File: src/rtl/mux_sweep_sequencer_pkg.sv
// Shared types and sizes for the mux/decoder sweep sequencer.
package mux_seq_pkg;

  localparam int NUM_VECTORS = 32;
  localparam int IDX_W       = 5;
  localparam int SEL_W       = 3;
  localparam int DEC_W       = 2;
  localparam int CNT_W       = 4;
  localparam int ERR_W       = 6;

  typedef enum logic [1:0] {
    IDLE = 2'd0,
    RUN  = 2'd1,
    DONE = 2'd2
  } state_e;

endpackage

File: src/rtl/mux_sweep_sequencer_if.sv
// Control, datapath-drive and result signals of the sweep sequencer.
// Compare ports exist only when MUX_SEQ_COMPARE_EN is defined.
interface mux_seq_if;
  import mux_seq_pkg::*;

  logic                   start;
  logic                   abort;
  logic [SEL_W-1:0]       sel;
  logic [DEC_W-1:0]       dec_in;
  logic                   mux_out;
  logic                   busy;
  logic                   done;
  logic                   table_valid;
  logic [NUM_VECTORS-1:0] truth_table;
`ifdef MUX_SEQ_COMPARE_EN
  logic [NUM_VECTORS-1:0] expected;
  logic                   mismatch;
  logic [ERR_W-1:0]       err_count;
`endif

  // Controller/datapath side: requests sweeps, returns the mux output.
  modport master (
    output start, abort, mux_out,
`ifdef MUX_SEQ_COMPARE_EN
    output expected,
    input  mismatch, err_count,
`endif
    input  sel, dec_in, busy, done, table_valid, truth_table
  );

  // Sequencer side.
  modport slave (
    input  start, abort, mux_out,
`ifdef MUX_SEQ_COMPARE_EN
    input  expected,
    output mismatch, err_count,
`endif
    output sel, dec_in, busy, done, table_valid, truth_table
  );

endinterface

File: src/rtl/mux_sweep_sequencer_popcount.sv
// Combinational population count of a 32-bit vector (0..32).
module mux_seq_popcount
  import mux_seq_pkg::*;
(
  input  logic [NUM_VECTORS-1:0] vec_i,
  output logic [ERR_W-1:0]       count_o
);

  always_comb begin
    count_o = '0;
    for (int i = 0; i < NUM_VECTORS; i++) begin
      count_o = count_o + ERR_W'(vec_i[i]);
    end
  end

endmodule

File: src/rtl/mux_sweep_sequencer.sv
// Walks all 32 {sel, dec_in} vectors, dwells DWELL cycles on each and
// records the mux output into a truth table. Optional golden compare: MUX_SEQ_COMPARE_EN.
module mux_sweep_sequencer
  import mux_seq_pkg::*;
#(
  parameter int unsigned DWELL = 2
) (
  input  logic     clk,
  input  logic     reset,
  mux_seq_if.slave bus
);

  localparam logic [CNT_W-1:0] CNT_RELOAD = CNT_W'(DWELL - 1);
  localparam logic [IDX_W-1:0] IDX_LAST   = IDX_W'(NUM_VECTORS - 1);

  state_e                 state_q, state_d;
  logic [IDX_W-1:0]       idx_q, idx_d;
  logic [CNT_W-1:0]       cnt_q, cnt_d;
  logic [NUM_VECTORS-1:0] table_q, table_d;
  logic                   valid_q, valid_d;
  logic                   start_acc;
  logic                   finish;

  always_comb begin
    // NOTE: every combinational output gets a default first so no path leaves it unassigned (no latch).
    state_d   = state_q;
    idx_d     = idx_q;
    cnt_d     = cnt_q;
    table_d   = table_q;
    valid_d   = valid_q;
    start_acc = 1'b0;
    finish    = 1'b0;

    unique case (state_q)
      IDLE: begin
        if (bus.start && !bus.abort) begin
          start_acc = 1'b1;
          state_d   = RUN;
          idx_d     = '0;
          cnt_d     = CNT_RELOAD;
          table_d   = '0;
          valid_d   = 1'b0;
        end
      end
      RUN: begin
        // Abort wins over the end-of-dwell sample.
        if (bus.abort) begin
          state_d = IDLE;
          idx_d   = '0;
          cnt_d   = '0;
        end else if (cnt_q != '0) begin
          cnt_d = cnt_q - 1'b1;
        end else begin
          table_d[idx_q] = bus.mux_out;
          if (idx_q == IDX_LAST) begin
            finish  = 1'b1;
            state_d = DONE;
            idx_d   = '0;
            cnt_d   = '0;
            valid_d = 1'b1;
          end else begin
            idx_d = idx_q + 1'b1;
            cnt_d = CNT_RELOAD;
          end
        end
      end
      DONE:    state_d = IDLE;
      default: state_d = IDLE;
    endcase
  end

  always_ff @(posedge clk) begin
    // NOTE: sequential state uses non-blocking assignments so all registers update from pre-edge values.
    if (reset) begin
      state_q <= IDLE;
      idx_q   <= '0;
      cnt_q   <= '0;
      table_q <= '0;
      valid_q <= 1'b0;
    end else begin
      state_q <= state_d;
      idx_q   <= idx_d;
      cnt_q   <= cnt_d;
      table_q <= table_d;
      valid_q <= valid_d;
    end
  end

  assign bus.sel         = idx_q[IDX_W-1:DEC_W];
  assign bus.dec_in      = idx_q[DEC_W-1:0];
  assign bus.busy        = (state_q != IDLE);
  assign bus.done        = (state_q == DONE);
  assign bus.table_valid = valid_q;
  assign bus.truth_table = table_q;

`ifdef MUX_SEQ_COMPARE_EN
  logic [ERR_W-1:0] pop;
  logic [ERR_W-1:0] err_q;
  logic             mismatch_q;

  // Compare the table as it will stand after the final sample is written.
  mux_seq_popcount u_popcount (
    .vec_i   (table_d ^ bus.expected),
    .count_o (pop)
  );

  always_ff @(posedge clk) begin
    if (reset || start_acc) begin
      err_q      <= '0;
      mismatch_q <= 1'b0;
    end else if (finish) begin
      err_q      <= pop;
      mismatch_q <= (pop != '0);
    end
  end

  assign bus.err_count = err_q;
  assign bus.mismatch  = mismatch_q;
`else
  logic unused_flags;
  assign unused_flags = start_acc ^ finish;
`endif

endmodule

File: src/flat_wrapper.sv
// flat-port wrapper written by rule: the top's interface ports become plain ports
module mux_sweep_sequencer_flat import mux_seq_pkg::*;
#(
  parameter int unsigned DWELL = 2
)
  (clk, reset, bus_start, bus_abort, bus_mux_out, bus_sel, bus_dec_in, bus_busy, bus_done, bus_table_valid, bus_truth_table);
  mux_seq_if bus_i ();
  input  logic clk;
  input  logic reset;
  input wire logic [$bits(bus_i.start)-1:0] bus_start;
  input wire logic [$bits(bus_i.abort)-1:0] bus_abort;
  input wire logic [$bits(bus_i.mux_out)-1:0] bus_mux_out;
  output wire logic [$bits(bus_i.sel)-1:0] bus_sel;
  output wire logic [$bits(bus_i.dec_in)-1:0] bus_dec_in;
  output wire logic [$bits(bus_i.busy)-1:0] bus_busy;
  output wire logic [$bits(bus_i.done)-1:0] bus_done;
  output wire logic [$bits(bus_i.table_valid)-1:0] bus_table_valid;
  output wire logic [$bits(bus_i.truth_table)-1:0] bus_truth_table;
  assign bus_i.start = bus_start;
  assign bus_i.abort = bus_abort;
  assign bus_i.mux_out = bus_mux_out;
  assign bus_sel = bus_i.sel;
  assign bus_dec_in = bus_i.dec_in;
  assign bus_busy = bus_i.busy;
  assign bus_done = bus_i.done;
  assign bus_table_valid = bus_i.table_valid;
  assign bus_truth_table = bus_i.truth_table;
  mux_sweep_sequencer #(.DWELL(DWELL)) u_core (.clk(clk), .reset(reset), .bus(bus_i));
endmodule
File: config.mk
export PLATFORM = sky130hd
export DESIGN_NAME = mux_sweep_sequencer_flat
export DESIGN_NICKNAME = d
export VERILOG_FILES = /design/src/rtl/mux_sweep_sequencer_pkg.sv /design/src/rtl/mux_sweep_sequencer_if.sv /design/src/rtl/mux_sweep_sequencer_popcount.sv /design/src/rtl/mux_sweep_sequencer.sv /design/src/flat_wrapper.sv
export SDC_FILE = /design/constraint.sdc
export NUM_CORES = 1
export LEC_CHECK = 0
export ABC_CLOCK_PERIOD_IN_PS = 5590
export BUFFER_PORTS_ARGS = -buffer_cell sky130_fd_sc_hd__buf_2
export CELL_PAD_IN_SITES_DETAIL_PLACEMENT = 1
export CELL_PAD_IN_SITES_GLOBAL_PLACEMENT = 1
export CORE_ASPECT_RATIO = 0.75
export CORE_MARGIN = 1
export CORE_UTILIZATION = 44
export CTS_CLUSTER_DIAMETER = 200
export CTS_CLUSTER_SIZE = 25
export DETAILED_ROUTE_END_ITERATION = 16
export GPL_ROUTABILITY_DRIVEN = 0
export MAX_ROUTING_LAYER = met4
export PLACE_DENSITY = 0.95
export SYNTH_ARGS = -nofsm -noshare
export SYNTH_HDL_FRONTEND = slang
export SYNTH_HIERARCHICAL = 1
export SYNTH_SLANG_ARGS = --single-unit
File: constraint.sdc
create_clock -name clk -period 5.59 [get_ports clk]
set_clock_uncertainty 0.15 [all_clocks]
set_input_delay 0.8385 -clock clk [delete_from_list [all_inputs] [get_ports clk]]
set_output_delay 0.8385 -clock clk [all_outputs]
set_load 0.02 [all_outputs]
Word level (Yosys, flattened, before mapping)
Index checks and enable logic that the tools add are counted.
{"block": "classes", "n_bitwise": 0, "eq_ne": 9, "shifts": 0, "add_sub_neg": 2, "n_reduce_logical": 12, "n_lt_le_gt_ge": 2, "n_mux": 27, "div_mod_pow": 0, "n_mul": 0}
{"operator": "32-bit two-way mux", "n": 3}
{"operator": "32-bit case mux with 2 select lines", "n": 1}
{"operator": "32-bit bitwise mux", "n": 1}
{"operator": "5-bit two-way mux", "n": 4}
{"operator": "4-bit two-way mux", "n": 3}
{"operator": "5-bit case mux with 2 select lines", "n": 1}
{"operator": "2-bit two-way mux", "n": 4}
{"operator": "4-bit case mux with 2 select lines", "n": 1}
{"operator": "5-bit by 6-bit less-than comparator with 1-bit output (second input constant)", "n": 1}
{"operator": "1-bit two-way mux", "n": 6}
{"operator": "3-bit AND reduction", "n": 2}
{"operator": "5-bit by 1-bit adder with 5-bit output (second input constant)", "n": 1}
{"operator": "1-bit demux with 5-bit select", "n": 1}
{"operator": "5-bit equality test (second input constant)", "n": 1}
{"operator": "5-bit by 1-bit greater-or-equal comparator with 1-bit output (second input constant)", "n": 1}
{"operator": "5-bit AND reduction", "n": 1}
{"operator": "2-bit by 1-bit inequality test with 1-bit output (second input constant)", "n": 2}
{"operator": "2-bit inequality test (second input constant)", "n": 2}
{"operator": "2-bit case mux with 2 select lines", "n": 1}
{"operator": "4-bit AND reduction", "n": 1}
{"operator": "2-bit nonzero test", "n": 2}
{"operator": "4-bit nonzero test", "n": 1}
{"operator": "4-bit by 1-bit subtractor with 4-bit output (second input constant)", "n": 1}
{"operator": "3-bit by 2-bit inequality test with 1-bit output (second input constant)", "n": 1}
{"operator": "8 further kinds", "n": 9}
{"block": "word_totals", "latchBits": 0, "romBits": 0, "mem_count": 0, "in_bits": 5, "register_bits": 44, "word_cells": 57, "mem_bits_rw": 0, "output_inout_bits": 40}

Logic depth before layout (Yosys ltp)
{"block": "depth", "word_depth": 8, "ltp_mapped": 8, "depth_no_buf": 6}

Worst setup path before layout
No wires, ideal clock.
{"block": "synth_timing", "path_kind": "in2reg", "startpoint": "input port bus_start", "endpoint": "register u_core.table_q[0], in the netlist u_core/bus.truth_table[0]", "t_required_ns": 5.323, "arrival_ns": 1.831, "setup_slack_ns": 3.492, "setup_time_ns": 0.117, "n_path_buf": 2, "path_stages": 6, "path_cell_list": "or2_0 > clkbuf_2 > and3_1 > and3_1 > buf_2 > a32o_1"}
{"block": "synth_via", "elab_chain_len": 3}
{"item": "start, declared", "line": "flat_wrapper.sv:10", "source": "input wire logic [$bits(bus_i.start)-1:0] bus_start;"}
{"item": "1-bit logical AND", "line": "mux_sweep_sequencer.sv:36", "source": "if (bus.start && !bus.abort) begin"}
{"item": "2-bit by 1-bit inequality test with 1-bit output (no line)"}
{"item": "4-bit AND reduction (no line)"}
{"item": "end signal, assigned", "line": "mux_sweep_sequencer.sv:84", "source": "table_q <= table_d;"}
{"item": "end, declared", "line": "mux_sweep_sequencer.sv:19", "source": "logic [NUM_VECTORS-1:0] table_q, table_d;"}
No other way between the ends.
A chain may end at the register's enable or synchronous reset.

Worst setup path after layout
{"block": "layout_timing", "startpoint": "register u_core.idx_q[2]", "endpoint": "output port bus_sel[0]"}
{"item": "start, declared", "line": "mux_sweep_sequencer.sv:17", "source": "logic [IDX_W-1:0] idx_q, idx_d;"}
{"item": "start signal, assigned", "line": "mux_sweep_sequencer.sv:82", "source": "idx_q <= idx_d;"}
{"item": "end, declared", "line": "flat_wrapper.sv:13", "source": "output wire logic [$bits(bus_i.sel)-1:0] bus_sel;"}
No word-level cell between the ends.

==> results.cfg <==
[run_status]
run_status = finished clean

[route]
detailedRoute.firstPassIterationCount = 4
wl_per_cell_um = 17.99
initialDrtViolationCount = 94
drt-total-wl_um = 5738
detail_route.vias_per_cell = 6.056
routed-via-count = 1932
drcViolationCount = 0
postRouteAntennaNets = 0

[sta]
timing.slew.headroom_pct = 49.91
setup_ws_ps = 3261
post-route-min-period_ps = 2329
max_freq_ghz = 0.4294
timing_worst_slew_pin_value_ps = 749.7
final-max-slew-violation-count = 0
grt_setup_unrepaired = false
setup_viol = 0
hold_fails_final_rpt = 0
setup_tns_ps = 0
timing.final.crit_share_pct = 41.66

[yosys]
ys_async_sr_fraction_pct = 0
yosysSeqAreaShare_pct = 41.27
yosys_register_bits = 44
syn_area_um2 = 2135
synthesis.area_per_instance_um2 = 9.281
synthTopCellsByArea = dfxtp_1 41%, a32o_1 9.8%, nand2_1 5.5%, ha_1 4.1%, o211ai_1 3.2%
yosysWarningCount = 6
synth_fp_nets = 242
syn-instance-count = 230
postSynth.topFlopCell = dfxtp_1
number_of_enable_flip_flop_cells_after_synthesis = 0
synth.largest_area_cell = dfxtp_1
yosysUniqueCellTypes = 47
synth.top_cell.area_share_pct = 41.27

[grt]
number_of_antenna_violations_at_the_first_check_in_global_routing = 0
grt_pass1_vias = 1886
global_route.overflow_total = 0
grt_first_pass_wirelength_um = 9501
grt_max_degree = 33
global_route.usage.total_pct = 25.25

[cts]
postCtsHoldBufs = 0
clk_latency_ps = 300
cts-resized-gates = 0
cts_setup_buffers = 0
cts_tree = done
htree_num_levels = 2
cts_inserted_buffers = 5
worst_setup_hold_path_clk_slew_ps = 80
tritoncts_sinks = 44
cts-root-to-sink-buffers = 2
root_buffer = clkbuf_8

[finish]
finish.net_count = 273
layout_common_cells = 44 x buf_2, 44 x dfxtp_1, 31 x nand2_1
multi_input_comb_area_um2 = 1104
layout.area.seq_um2 = 880.8
antennaDiodeCount = 0
synth_to_final_area_change_pct = 13.54
filler_cell_count = 552
fraction_of_layout_instances_using_a_drive_strength_above_1_pct = 24.43

[power]
power_per_cell_area_nw_per_um2 = 260.3
total_leakage_power_uw = 0.001025
worst_ir_drop_vdd_mv = 0.1540

[critical_path]
worst_setup_path_start_kind = flop
rr_endpoint = u_core/bus.truth_table[6]$_SDFFE_PP0P_
worstRegToRegCells = 6
critPathCaptureType = output port
reg2reg_from = u_core/cnt_q[0]$_SDFFE_PP0P_
worst-endpoint-required_ps = 4600
critical_path_start_end_classification = flop to output port
series_of_cell_instances_along_the_critical_path = buf_2
r2r_slack_ps = 3400
path_buf_inv = 1
worst_ep_arrival_time_ps = 1340
critical_path.max_fanout = 20
critical-path-max-stage-delay_ps = 750
cpMaxStageDelayCell = dfxtp_1
cpLargestDelayFamily = flip-flops

[die]
core.rowCount = 21
initial_utilization_pct = 46.69
die_w_um = 82.43
die-area_um2 = 5137
die_y_um = 62.32
fp.coreArea_um2 = 4572
boundaryPins = 45

[place]
buffer_ports.inserted = 44
detailed_place_hpwl_um = 4002
place_ws_ps = 3196

[worst_hold_path]
worstHoldPathCells = 2
min_from = u_core/bus.truth_table[10]$_SDFFE_PP0P_
whs_endpoint = u_core/bus.truth_table[10]$_SDFFE_PP0P_
worst_min_delay_path_category = flop to flop

[run]
maxCapViolations = 0
sequential cells by signal, indices dropped and copies added (netlist names):
register                cells
u_core/bus.table_valid      1
u_core/bus.truth_table     32
u_core/cnt_q                4
u_core/idx_q                5
u_core/state_q              2
layer usage:
layer	global-route usage (%)	vias up	part of all wire, %
met3	4.853	7	4.6
met1	32.61	981	46
met2	39.36	47	48
li1	-	897	-
met5	-	-	0
met4	7.895	0	1.3
stage by stage:
step                hold slack (ps)  instances  util [%]  power [uW]  area [um2]
global placement              307.8        311     50.36       371.1        2302
finish                        346.0        319     53.01       630.9        2424
CTS                           348.3        319     53.01       634.0        2424
global route                  375.0        319     53.01       654.2        2424
floorplan                     331.8        230         -       366.4        2135
detailed placement            329.9        311     50.36       373.6        2302
report_power, final:
part           switching, uW  internal, uW  leakage (uW)
Combinational           31.1          16.5      0.000609
Sequential              4.28           316      0.000355
Clock                    117           146     0.0000614
worst max-delay path by stage:
stage	from	end	slack [ps]	depth (start not counted)
floorplan	bus_start	u_core/bus.truth_table[0]$_SDFFE_PP0P_	3490	6
global placement	bus_abort	u_core/bus.truth_table[31]$_SDFFE_PP0P_	3270	5
detailed placement	bus_abort	u_core/bus.truth_table[6]$_SDFFE_PP0P_	3200	5
CTS	u_core/idx_q[2]$_SDFFE_PP0P_	bus_sel[0]	3270	1
global route	u_core/idx_q[2]$_SDFFE_PP0P_	bus_sel[0]	3190	1
finish	u_core/idx_q[2]$_SDFFE_PP0P_	bus_sel[0]	3260	1
layout make-up:
| type | count | area share (%) |
|---|---|---|
| tap | 57 | 2.943 |
| sequential | 44 | 36.34 |
| inverter | 5 | 0.7744 |
| timing repair buffer | 45 | 9.396 |
| clock inverter | 2 | 1.600 |
| clock buffer | 6 | 3.407 |
| multi-input combinational | 160 | 45.53 |
kinds of logic after synthesis:
group	Yosys count	share of synthesized area [%]
buf+inv	26	7.151
fa+ha+maj	7	4.103
flops	44	41.27
xor+xnor	2	0.8208
compound gates	49	18.58
simple gates	97	25.73
mux	5	2.345
synthesized netlist by cell type (2+ instances only):
cell / number
a32o_1: 21
nand2_1: 31
buf_1: 2
xor2_1: 2
nor3_1: 7
ha_1: 7
or2_0: 2
and3_1: 9
mux2i_1: 5
inv_1: 5
dfxtp_1: 44
nor3b_1: 3
nor2_1: 11
buf_6: 4
clkbuf_1: 5
buf_2: 7
o21ai_0: 8
nand3b_1: 2
nor2b_1: 2
a21oi_1: 6
nand2b_1: 4
nand4_1: 2
and3b_1: 2
and4_1: 2
and4_2: 2
o211ai_1: 9
nand3_1: 6
Note: power is estimated with default switching activity, not from simulation.
